==> src/rtl/array_responder.sv <==
// Synchronous memory responder for the Array interface, with a programmable
// response latency and a lower-priority host port for preload and inspection.
module array_responder #(
  parameter int INT_W   = 8,
  parameter int ADDR_W  = 8,
  parameter int DEPTH   = 256,
  parameter int LATENCY = 1
) (
  input  logic              clk,
  input  logic              rst,
  input  logic [ADDR_W-1:0] addr,
  input  logic              we,
  input  logic [INT_W-1:0]  di,
  // `do` is a reserved word, so the response data port is named dout.
  output logic [INT_W-1:0]  dout,
  input  logic              valid,
  output logic              ready,
  input  logic [ADDR_W-1:0] host_addr,
  input  logic              host_we,
  input  logic [INT_W-1:0]  host_di,
  output logic [INT_W-1:0]  host_do,
  input  logic              host_valid,
  output logic              host_ready
);

  localparam int IDX_W = (DEPTH > 1) ? $clog2(DEPTH) : 1;
  localparam logic [3:0] WAIT_CNT = 4'(LATENCY - 1);

  generate
    if (LATENCY < 1 || LATENCY > 15) begin : g_bad_latency
      $error("array_responder: LATENCY must be within 1..15");
    end
  endgenerate

  typedef enum logic [1:0] {IDLE, WAIT, RESP} state_t;

  state_t            state;
  logic [3:0]        cnt;
  logic [INT_W-1:0]  resp_q;
  logic [INT_W-1:0]  mem [DEPTH];

  logic [IDX_W-1:0]  idx;
  logic [IDX_W-1:0]  host_idx;
  logic              init_acc;
  logic              host_acc;
  logic [INT_W-1:0]  acc_data;
  logic              wr_en;
  logic [IDX_W-1:0]  wr_idx;
  logic [INT_W-1:0]  wr_data;

  // Addresses wrap: only the low index bits select a word.
  assign idx      = addr[IDX_W-1:0];
  assign host_idx = host_addr[IDX_W-1:0];

  // The initiator always wins; the host is also held off during its own
  // completion pulse so host_ready never stays high two cycles in a row.
  assign init_acc = (state == IDLE) && valid;
  assign host_acc = (state == IDLE) && !valid && host_valid && !host_ready;

  // Writes echo the written value; reads see memory as it was before the edge.
  assign acc_data = we ? di : mem[idx];

  always_comb begin
    wr_en   = 1'b0;
    wr_idx  = host_idx;
    wr_data = host_di;
    if (init_acc && we) begin
      wr_en   = 1'b1;
      wr_idx  = idx;
      wr_data = di;
    end else if (host_acc && host_we) begin
      wr_en = 1'b1;
    end
  end

  // Memory is never cleared; reset only suppresses writes on its own edge.
  always_ff @(posedge clk) begin
    if (!rst && wr_en) begin
      mem[wr_idx] <= wr_data;
    end
  end

  always_ff @(posedge clk) begin
    if (rst) begin
      state      <= IDLE;
      cnt        <= '0;
      ready      <= 1'b0;
      dout       <= '0;
      host_ready <= 1'b0;
      host_do    <= '0;
    end else begin
      host_ready <= host_acc;
      if (host_acc && !host_we) begin
        host_do <= mem[host_idx];
      end

      case (state)
        IDLE: begin
          if (valid) begin
            resp_q <= acc_data;
            if (LATENCY == 1) begin
              state <= RESP;
              ready <= 1'b1;
              dout  <= acc_data;
            end else begin
              state <= WAIT;
              cnt   <= WAIT_CNT;
            end
          end
        end
        WAIT: begin
          if (cnt == 4'd1) begin
            state <= RESP;
            ready <= 1'b1;
            dout  <= resp_q;
            cnt   <= '0;
          end else begin
            cnt <= cnt - 4'd1;
          end
        end
        RESP: begin
          // Completion and abandonment both return to IDLE; dout is held.
          state <= IDLE;
          ready <= 1'b0;
        end
        default: begin
          state <= IDLE;
          ready <= 1'b0;
        end
      endcase
    end
  end

endmodule

==> config.mk <==
export PLATFORM = sky130hd
export DESIGN_NAME = array_responder
export DESIGN_NICKNAME = d
export VERILOG_FILES = /design/src/rtl/array_responder.sv
export SDC_FILE = /design/constraint.sdc
export NUM_CORES = 2
export LEC_CHECK = 0
export CORE_UTILIZATION = 45
export DETAILED_ROUTE_END_ITERATION = 8
export PLACE_DENSITY = 0.61
export REMOVE_ABC_BUFFERS = 1
export SYNTH_ARGS = -nofsm -noshare
export SYNTH_HDL_FRONTEND = slang
export SYNTH_SLANG_ARGS = --single-unit
==> constraint.sdc <==
create_clock -name clk -period 7 [get_ports clk]
set_input_delay 0.7 -clock clk [delete_from_list [all_inputs] [get_ports clk]]
set_output_delay 0.7 -clock clk [all_outputs]
set_load 0.02 [all_outputs]
==> impl_metrics.env <==
export IMPL_status="finished, violations left"
export IMPL_violations="capacitance limit, slew limit"
export IMPL_skew_ns=0.05413
export IMPL_dr_total_vias=56660
export IMPL_drtAntennaViolNets=0
export IMPL_die_h_um=465.4
export IMPL_avgSynthCellArea_um2=19.50
export IMPL_synth_top_cells_by_area="edfxtp_1 64%, mux4_2 23%, mux2i_1 3.1%, nor2_1 1.2%, a22oi_1 0.76%"
export IMPL_synth_top_area_share=0.6363
export IMPL_ys_seq_elements=2066
export IMPL_ctsResizeCount=0
export IMPL_final_setup_tns_ns=0
export IMPL_power_density_nw_per_um2=263.9
export IMPL_period_share=0.6727
export IMPL_hold_path_class="in -> reg"
export IMPL_synth_edf_count=2048
export IMPL_grtUsageTotal=0.3050
export IMPL_hold_viol=0
export IMPL_port_buffers=55
export IMPL_p_leak_nw=33.29
export IMPL_place_congestion=0.9843
export IMPL_antenna_found_initial=16
export IMPL_synth_cells=4956
export IMPL_slew_violations=12
export IMPL_cts_sinks=2066
export IMPL_rr_worst_depth=6
export IMPL_regArea_um2=61860
export IMPL_worstSetupPathType="reg -> reg"
export IMPL_grt_max_degree=173
export IMPL_final_cells=8013
export IMPL_cts_made_buffers=215
export IMPL_grt_pass1_vias=55360
export IMPL_start_kind="flip-flop"
export IMPL_setup_viol=0
export IMPL_fillers=17040
export IMPL_path_depth=6
export IMPL_hold_buffers=0
export IMPL_synthArstFlopShare=0
export IMPL_routedWlPerCell_um=41.24
export IMPL_crit_required_ns=7.49
export IMPL_layout_nets=5036
export IMPL_critical_path_arrival_ns=5.20
export IMPL_cpMaxStageDelayCell="nor2_1"
export IMPL_yosysSeqAreaShare=0.6400
export IMPL_drt_first_pass_iters=8
export IMPL_routed_via_density=7.071
export IMPL_final_cell_mix="2048 x edfxtp_1, 1006 x mux4_2, 309 x nor2_1"
export IMPL_worst_slew_pin_slew_ns=1.680
export IMPL_yosys_cell_types_count=60
export IMPL_coreArea_um2=212700
export IMPL_yosysTopAreaCell="edfxtp_1"
export IMPL_tritoncts="yes"
export IMPL_clock_latency_ns=0.91
export IMPL_drv_cap=5
export IMPL_multi_input_area_um2=32650
export IMPL_place_ws_ns=1.620
export IMPL_cp_top_family="simple AND/OR/NAND/NOR gates"
export IMPL_crit_fanout=19
export IMPL_end_kind="flip-flop"
export IMPL_hold_worst_slack_ns=0.5522
export IMPL_wirelength_mm=330.5
export IMPL_worstPathCellList="nand2b_1 -> nor2_2 -> a21oi_1 -> nor2_2 -> nand3_2 -> nor2_1"
export IMPL_synthFlopType="edfxtp_1"
export IMPL_rsz0062_at_grt="no"
export IMPL_drt_iter0_drc=9231
export IMPL_final_critical_path_setup_slack_ns=2.291
export IMPL_clockBufferDepth=3
export IMPL_final_util=0.5065
export IMPL_layout_commonest_cell="edfxtp_1"
export IMPL_pin_count=56
export IMPL_crit_buf_inv=0
export IMPL_h_tree_depth=4
export IMPL_synth_area_um2=96650
export IMPL_hold_depth=3
export IMPL_ys_warn_count=0
export IMPL_cp_common_cell="nor2_2"
export IMPL_die_w_um=465.4
export IMPL_final_layout_size_suffix_gt1_frac=0.3076
export IMPL_clock_root_buffer="clkbuf_16"
export IMPL_peakVddDrop_v=0.0002935
export IMPL_drcViolationCount=0
export IMPL_grt_pass1_wl_mm=455.9
export IMPL_clkTransAtPathRegs_ns=0.06
export IMPL_dieArea_um2=216600
export IMPL_max_slew_margin=-0.1305
export IMPL_detailed_place_hpwl_mm=214.3
export IMPL_fmax_mhz=212.4
export IMPL_initial_utilization=0.4543
export IMPL_period_needed_ns=4.709
export IMPL_rows=169
export IMPL_area_growth_pct=11.47
export IMPL_cts_setup_buffers=0
export IMPL_max_stage_delay_ns=1.08
export IMPL_overflow=0
export IMPL_post_place_cells=7601
[sequential cells by signal, summed over array words and instances, names as in the netlist]
name	flops
dout	8
state	1
host_do	8
mem	2048
host_ready	1
[per-stage QoR]
stage               instance area [um^2]  power, W
floorplan                          94320   0.01520
global placement                  100300   0.01649
detailed placement                100300   0.01650
CTS                               107700   0.02844
global route                      107700   0.02897
finish                            107700   0.02843
[routing by layer]
| metal | up-vias | GRT usage | routed length, um | share of wire |
|---|---|---|---|---|
| li1 | 21580 | - | - | - |
| met1 | 30250 | 0.4122 | 122100 | 0.37 |
| met2 | 4040 | 0.4455 | 146800 | 0.44 |
| met3 | 776 | 0.08788 | 40040 | 0.12 |
| met4 | 14 | 0.1694 | 21400 | 0.065 |
| met5 | - | 0 | 134 | 0.00041 |
[worst min-delay path: stages]
cell	delay, ns
clkdlybuf4s50_1	0.47
or4b_2	0.17
nor2_1	0.05
[Yosys cell counts, drive strengths merged, types with 5 or more instances]
master and number:
a21boi 5, o21ai 42, a22oi 98, nor4 27
o22ai 109, o311ai 5, nand2b 16, a31oi 12
a22o 23, a211oi 36, mux2 20, a21oi 48
buf 247, edfxtp 2048, nor3 31, a221oi 18
mux4 1006, a41oi 7, or4 5, mux2i 295
clkbuf 152, a211o 7, dfxtp 18, nand2 148
o211ai 14, nor2b 13, o32ai 16, nand3b 9
nor2 313, o221ai 81, or2 6, nand3 38
[cells by family (layout without fill, tap and decap cells)]
family | after synthesis | after routing | share of synthesized area
DFF | 2066 | 2066 | 0.6400
muxes | 1321 | 1321 | 0.2673
and+or+nand+nor | 620 | 620 | 0.02756
AOI/OAI and AO/OA | 544 | 544 | 0.04074
buffers and inverters | 405 | 634 | 0.02434
other | 0 | 7 | 0
[power breakdown]
group	switching [W]	internal (W)	leakage (nW)
Combinational	0.00170	0.000841	11.1
Clock	0.00511	0.00702	3.60
Sequential	0.0000219	0.0137	18.6
Total	0.00683	0.0216	33.3
[worst paths after layout]
check	startpoint	endpoint	slack (ns)
worst max-delay path	state[1]	mem[180][6]	2.29
worst min register to register	host_ready	host_ready	0.59
worst min-delay path	valid	host_ready	0.55
worst max register to register	state[1]	mem[180][6]	2.29
[area by class of cell]
class,count,share of cell area
inverters,6,0.0002091
well taps,2821,0.03276
repair buffers,224,0.02061
multi-input cells,2485,0.3031
clock buffers,250,0.05173
clock inverters,154,0.01724
flip-flops and latches,2066,0.5742
diodes,7,0.0001626
No activity file was read; power rests on OpenSTA's default activity.
